`src/rtl/sound_frame_tx.sv`:
```
// sound_frame_tx: transmit framer for the sound byte link.
// Buffers 32-bit sample words in a small FIFO. After reset it sends a sync
// preamble, then serializes each word MSB byte first onto an 8-bit stream.
//
// Ports:
//   clk, reset   clock, asynchronous active-high reset
//   aclr         synchronous clear: flush FIFO, drop the word in flight
//   in_valid     in_data holds a word
//   in_data      32-bit sample word, [31:24] is sent first
//   in_ready     FIFO can take a word (~full & ~aclr)
//   out_ready    downstream takes the byte this cycle
//   out_valid    out_data holds a byte (registered)
//   out_data     link byte (registered)
//   out_sync     out_data is a preamble byte (registered)
//   busy         in SYNC or SEND, or FIFO non-empty
module sound_frame_tx #(
    parameter int unsigned DEPTH_LOG2 = 2,
    parameter logic [7:0]  SYNC_BYTE  = 8'hFF,
    parameter int unsigned SYNC_COUNT = 1
) (
    input  logic        clk,
    input  logic        reset,
    input  logic        aclr,
    input  logic        in_valid,
    input  logic [31:0] in_data,
    output logic        in_ready,
    input  logic        out_ready,
    output logic        out_valid,
    output logic [7:0]  out_data,
    output logic        out_sync,
    output logic        busy
);

    localparam int unsigned DEPTH = 1 << DEPTH_LOG2;
    localparam int unsigned CW    = DEPTH_LOG2 + 1;

    typedef enum logic [1:0] {
        ST_SYNC = 2'd0,
        ST_IDLE = 2'd1,
        ST_SEND = 2'd2
    } state_t;

    logic [31:0]           r_mem [DEPTH];
    logic [DEPTH_LOG2-1:0] r_wr_ptr;
    logic [DEPTH_LOG2-1:0] r_rd_ptr;
    logic [CW-1:0]         r_count;

    state_t      r_state;
    logic        r_sync_done;
    logic [3:0]  r_sync_cnt;
    logic [1:0]  r_idx;
    logic [23:0] r_shift;     // bytes still to send after the one on out_data
    logic        r_out_valid;
    logic [7:0]  r_out_data;
    logic        r_out_sync;

    logic        w_full;
    logic        w_empty;
    logic        w_push;
    logic        w_pop;
    logic        w_xfer;
    logic        w_sync_last;
    logic [31:0] w_head;

    assign w_full      = (r_count == CW'(DEPTH));
    assign w_empty     = (r_count == '0);
    assign in_ready    = ~w_full & ~aclr;
    assign w_push      = in_valid & in_ready;
    assign w_xfer      = r_out_valid & out_ready;
    assign w_sync_last = (r_sync_cnt == 4'(SYNC_COUNT - 1));
    assign w_head      = r_mem[r_rd_ptr];

    // Pop whenever the shifter is free to take a new word this edge.
    assign w_pop = ~aclr & ~w_empty &
                   ((r_state == ST_IDLE) |
                    ((r_state == ST_SYNC) & w_xfer & w_sync_last) |
                    ((r_state == ST_SEND) & w_xfer & (r_idx == 2'd0)));

    assign busy      = (r_state != ST_IDLE) | ~w_empty;
    assign out_valid = r_out_valid;
    assign out_data  = r_out_data;
    assign out_sync  = r_out_sync;

    // Word storage; contents need no reset since count gates every read.
    always_ff @(posedge clk) begin
        if (w_push) begin
            r_mem[r_wr_ptr] <= in_data;
        end
    end

    // FIFO pointers and occupancy.
    always_ff @(posedge clk or posedge reset) begin
        if (reset) begin
            r_wr_ptr <= '0;
            r_rd_ptr <= '0;
            r_count  <= '0;
        end else if (aclr) begin
            r_wr_ptr <= '0;
            r_rd_ptr <= '0;
            r_count  <= '0;
        end else begin
            if (w_push) r_wr_ptr <= r_wr_ptr + DEPTH_LOG2'(1);
            if (w_pop)  r_rd_ptr <= r_rd_ptr + DEPTH_LOG2'(1);
            r_count <= r_count + CW'(w_push) - CW'(w_pop);
        end
    end

    // Framer FSM with registered byte outputs.
    always_ff @(posedge clk or posedge reset) begin
        if (reset) begin
            r_state     <= ST_SYNC;
            r_sync_done <= 1'b0;
            r_sync_cnt  <= '0;
            r_idx       <= '0;
            r_shift     <= '0;
            r_out_valid <= 1'b0;
            r_out_data  <= 8'h00;
            r_out_sync  <= 1'b0;
        end else if (aclr) begin
            r_state     <= r_sync_done ? ST_IDLE : ST_SYNC;
            r_sync_cnt  <= '0;
            r_out_valid <= 1'b0;
            r_out_sync  <= 1'b0;
        end else begin
            case (r_state)
                ST_SYNC: begin
                    if (!r_out_valid) begin
                        r_out_valid <= 1'b1;
                        r_out_data  <= SYNC_BYTE;
                        r_out_sync  <= 1'b1;
                    end else if (w_xfer) begin
                        if (w_sync_last) begin
                            r_sync_done <= 1'b1;
                            r_sync_cnt  <= '0;
                            r_out_sync  <= 1'b0;
                            if (w_pop) begin
                                r_out_data <= w_head[31:24];
                                r_shift    <= w_head[23:0];
                                r_idx      <= 2'd3;
                                r_state    <= ST_SEND;
                            end else begin
                                r_out_valid <= 1'b0;
                                r_state     <= ST_IDLE;
                            end
                        end else begin
                            r_sync_cnt <= r_sync_cnt + 4'd1;
                        end
                    end
                end
                ST_IDLE: begin
                    if (w_pop) begin
                        r_out_valid <= 1'b1;
                        r_out_data  <= w_head[31:24];
                        r_out_sync  <= 1'b0;
                        r_shift     <= w_head[23:0];
                        r_idx       <= 2'd3;
                        r_state     <= ST_SEND;
                    end
                end
                ST_SEND: begin
                    if (w_xfer) begin
                        if (r_idx != 2'd0) begin
                            r_idx      <= r_idx - 2'd1;
                            r_out_data <= r_shift[23:16];
                            r_shift    <= {r_shift[15:0], 8'h00};
                        end else if (w_pop) begin
                            // Back-to-back word: no bubble between words.
                            r_out_data <= w_head[31:24];
                            r_shift    <= w_head[23:0];
                            r_idx      <= 2'd3;
                        end else begin
                            r_out_valid <= 1'b0;
                            r_state     <= ST_IDLE;
                        end
                    end
                end
                default: begin
                    r_out_valid <= 1'b0;
                    r_out_sync  <= 1'b0;
                    r_state     <= ST_IDLE;
                end
            endcase
        end
    end

endmodule

```
`config.mk`:
```
export PLATFORM = sky130hd
export DESIGN_NAME = sound_frame_tx
export DESIGN_NICKNAME = d
export VERILOG_FILES = /design/src/rtl/sound_frame_tx.sv
export SDC_FILE = /design/constraint.sdc
export NUM_CORES = 1
export LEC_CHECK = 0
export ABC_AREA = 1
export CAP_MARGIN = 20
export CORE_MARGIN = 1.5
export CORE_UTILIZATION = 30
export CTS_BUF_LIST = sky130_fd_sc_hd__clkbuf_2
export DETAILED_ROUTE_END_ITERATION = 6
export GPL_TIMING_DRIVEN = 0
export PLACE_DENSITY = 0.43
export SYNTH_ARGS = -nofsm -noshare
export SYNTH_HDL_FRONTEND = slang
export SYNTH_SLANG_ARGS = --single-unit
```
`constraint.sdc`:
```
create_clock -name clk -period 3.61 [get_ports clk]
set_clock_uncertainty 0.15 [all_clocks]
set_input_delay 0.5415 -clock clk [delete_from_list [all_inputs] [get_ports clk]]
set_output_delay 0.5415 -clock clk [all_outputs]
set_load 0.02 [all_outputs]
```
Yosys cells after proc, flatten, opt, wreduce, memory -nomap -nowiden --
Memory sizes are Yosys's and may differ from the RTL's. Index checks and enable logic that the tools add are counted. Widths: inputs -> output; s select.
Storage, ports and cells: RAM bits 128, memories 1, output and inout bits 12, register bits after elaboration 50, input bits 37, logic and storage cells 131
Memories:
- r_mem | depth 4, bits a word 32, rd ports 1, clocked after Yosys merged registers in 0, write ports 1, RTL line 43 | logic [31:0] r_mem [DEPTH];
Cells by class: add/subtract/negate cells 6, eq/ne operators 20, bitwise operators 15, reductions and logical operators 18, muxes and demuxes 60
Operator list (count):
- $mux 24 | 6
- $pmux 24 s3 | 1
- $mux 8 | 6
- $mux 2 | 19
- $ne 3x3->1 const B | 9
- $pmux 8 s3 | 1
- $mux 4 | 5
- $mux 1 | 17
- $pmux 2 s3 | 2
- $reduce_bool 2->1 | 6
- $ne 2x2->1 const B | 5
- $reduce_and 5->1 | 2
- $and 1x1->1 | 9
- $ne 4x4->1 const B | 2
- $reduce_and 4->1 | 2
- $reduce_and 7->1 | 1
- $pmux 1 s3 | 2
- $reduce_and 6->1 | 1
- $add 2x1->2 const B | 2
- $add 4x1->4 const B | 1
- $logic_not 2->1 | 2
- $logic_not 4->1 | 1
- $add 3x1->3 | 1
- $eq 3x3->1 const B | 1
- other kinds (11) | 15

Longest topological paths before layout --
word-level depth 12, depth in mapped cells 16, depth with buffers taken out 15

Worst setup path after synthesis --
OpenSTA, ideal clock, no wires.
path kind input port to flip-flop, start point input port aclr, end point memory r_mem[0][0] (enable), setup slack 0.150 ns, arrival 2.888 ns, setup time 0.421 ns, required time 3.039 ns, stages on the path 4, buffers on the path 1, cell sequence clkbuf_1 > a31oi_1 > nand2_1 > nor2_1
Between the ends: word-level cells in the longest chain between the ends 5
Ends and longest elaborated chain:
- start, declared | RTL line 23 | input logic aclr,
- $not 1->1 (no source line)
- $and 1x1->1 | RTL line 67 | assign in_ready = ~w_full & ~aclr;
- via in_ready | RTL line 26 | output logic in_ready,
- $and 1x1->1 | RTL line 68 | assign w_push = in_valid & in_ready;
- $mux 1 | RTL line 86 | if (w_push) begin
- $mux 1 (not written as such) | RTL line 87 | r_mem[r_wr_ptr] <= in_data;
- end, declared | RTL line 43
The timed path passes the listed nets, and every way through them passes these cells.

Worst setup path in the final report --
start point input port aclr, end point output port in_ready
Between the ends: word-level cells in the longest chain between the ends 2
Ends and longest elaborated chain (RTL line):
- $not 1->1 (no source line)
- $and 1x1->1 | 67
- end, declared | 26
Every way passes these cells.

==> results_dict.tcl <==
set metrics [dict create \
    status "finished, final reports clean" \
    ys_types 36 \
    grt_usage_pct 15.5 \
    die_width_um 165 \
    hold_class "primary input to register" \
    syn_nets 814 \
    synth_edf_count 128 \
    start_util_pct 30.4 \
    viasPerCell 4.57 \
    routed_wirelength_mm 19.8 \
    met2_usage_pct 24.8 \
    cts_tree "built" \
    clkSinkCount 178 \
    synth_top_cell_by_area "edfxtp_1" \
    postCtsSetupBuffers 0 \
    slew_viol_final 0 \
    rows 59 \
    routabilityCongestion 0.775 \
    worstSetupStartpointType "primary input" \
    setup_viol 0 \
    ys.flop_type "edfxtp_1" \
    fin_area_sq_um 9140 \
    tightest_slew_ps 654 \
    r2r_cells 16 \
    place_inst 1152 \
    p_leak_nw 3.66 \
    htree_num_levels 4 \
    ys.warnings.count 0 \
    clk_pin_slew_ps 260 \
    cts_buffer_depth 2 \
    grt_start_max_net_pins 29 \
    grt.overflow.total 0 \
    cp.required_ps 2920 \
    dieArea_sq_um 27200 \
    root_buffer "clkbuf_2" \
    grt_pass1_vias 5284 \
    synth_top_area_share_pct 48.8 \
    final_cells 1186 \
    die_y_um 165 \
    area_delta_synth_final_pct 16.0 \
    core_area_sq_um 25900 \
    dpl.hpwl_mm 13.8 \
    max-vdd-ir-drop_mv 0.284 \
    relSlewSlack_pct 56.3 \
    postSynthAreaPerCell_sq_um 10.3 \
    grt_pass1_wl_mm 30.9 \
    antenna_found_initial 1 \
    syn_inst 764 \
    drive_above_1_share_pct 9.18 \
    top_usage_layer "met2" \
    synth_area_leaders "edfxtp_1, dfrtp_1, nand2_1" \
    fin_tns_setup_ps 0 \
    worst_skew_pair.late_latency_ps 730 \
    io_pins 49 \
    drt_iter0_drc 325 \
    pwr_density_cell_nw_per_um2 674 \
    max_cap_violations 0 \
    postPlaceCellArea_sq_um 8910 \
    first_pass_iters 5 \
    wl_per_cell_um 16.7 \
    fmax_mhz 318 \
    rsz0062_at_grt "false" \
    arrival_ps 2460 \
    total_power_w 0.00616 \
    final_core_util_pct 35.3 \
    ys_ff_latch 178 \
    grt.met1_usage_pct 21.4 \
    async_flop_share_pct 28.1 \
    grtUsageMet3_pct 3.06 \
    fin_nets 887 \
    numCtsBuffers 17 \
    hold_viol_final 0 \
    io_buffers 48 \
    cp_max_fo 10 \
    seq_area_frac_synth_pct 64.7 \
    min_delay_path_depth 1 \
    synth_area_sq_um 7880 \
    post-route-period-util_pct 87.2 \
    num_vias 5421 \
    worstSetupPathType "primary input to output port" \
    min_period_ps 3150 \
    critPathCaptureType "output port" \
    drc 0 \
    antenna_left 0 \
]
-- stage by stage --
step / hold WS [ps] / worst slack (ps)
3_3_place_gp: 323 / -2090
4_1_cts: 182 / 423
2_1_floorplan: 295 / 150
5_1_grt: 156 / 224
3_5_place_dp: 324 / -163
6_report: 260 / 462
-- sequential cells by signal (all words and copies together) (netlist names) --
register / flops
r_shift: 24
r_idx: 2
r_state: 2
r_rd_ptr: 2
r_sync_cnt: 4
out_data: 8
r_sync_done: 1
r_wr_ptr: 2
r_count: 3
out_valid: 1
r_mem: 128
out_sync: 1
-- report_power, final --
part,internal (W),leakage (nW),switching (W)
Clock,0.000323,0.139,0.000676
Sequential,0.00251,1.79,0.000186
Combinational,0.000850,1.72,0.00162
Total,0.00368,3.66,0.00248
-- per-layer routing --
layer,up-vias,share of wire [%]
li1,2740,-
met1,2586,49
met2,88,46
met3,7,3.2
met4,0,1.1
met5,-,0
-- worst max-delay path, stage by stage --
cell	delay [ps]
clkdlybuf4s50_1	510
clkbuf_1	320
a31oi_1	400
clkdlybuf4s50_1	680
-- layout make-up --
cell class	count	area, sq um
clock buffers	21	105
fillers	2629	16800
diodes	1	2.50
well taps	335	419
clock inverters	11	115
plain buffers	33	174
repair buffers	54	591
inverters	56	210
flip-flops and latches	178	5090
multi-input cells	497	2430
-- cell usage in the layout, fill, tap and decap left out, types with 5 or more instances in the layout --
master and n:
ha_1 12, clkbuf_1 14, clkdlybuf4s50_1 48, o22ai_1 16
dfrtp_1 50, buf_2 13, o21ai_1 12, edfxtp_1 128
a21oi_1 35, inv_2 9, o21ai_0 60, nand2_1 211
clkbuf_2 21, a32o_1 8, nor2_4 7, buf_12 5
inv_1 47, nand3_1 45, nor2_1 65
-- synthesized netlist by cell type, types with 2 or more instances --
cell,number
a21oi_1,35
a31oi_1,3
a32o_1,8
buf_2,13
buf_6,4
clkbuf_1,14
dfrtp_1,50
edfxtp_1,128
ha_1,12
inv_1,48
inv_2,8
nand2_1,211
nand2_2,4
nand3_1,45
nand3b_1,2
nor2_1,69
nor2_4,3
nor3_1,3
o21ai_0,60
o21ai_1,12
o22ai_1,16
xnor2_1,2
-- worst paths after layout --
kind | from | end | slack, ps
worst max-delay path | aclr | in_ready | 460
worst min-delay path | in_data[6] | r_mem[2][6]$_DFFE_PP_ | 260
worst max register to register | r_state[0]$_DFFE_PP0P_ | r_count[2]$_DFF_PP0_ | 480
worst min register to register | r_sync_cnt[2]$_DFFE_PP0P_ | r_sync_cnt[2]$_DFFE_PP0P_ | 350
max in group asynchronous | reset | out_valid$_DFFE_PP0P_ | 2170
min in group asynchronous | reset | out_data[4]$_DFFE_PP0P_ | 580
-- what timing repair did --
item,4_1_cts,5_1_grt
hold buffers,1,0
resized for setup,0,0
endpoints found under the hold margin,6,0
-- kinds of logic (layout without fill, tap and decap cells) --
| family | after synthesis | in the layout | synth area share, % |
|---|---|---|---|
| buffers and inverters | 89 | 175 | 4.88 |
| other | 0 | 1 | 0 |
| AOI/OAI and AO/OA | 138 | 138 | 9.90 |
| and+or+nand+nor | 343 | 343 | 18.1 |
| adders and majority gates | 13 | 13 | 2.16 |
| xor gates and xnor gates | 3 | 3 | 0.334 |
| DFF | 178 | 178 | 64.7 |
Power figures use the tool's default switching activity.
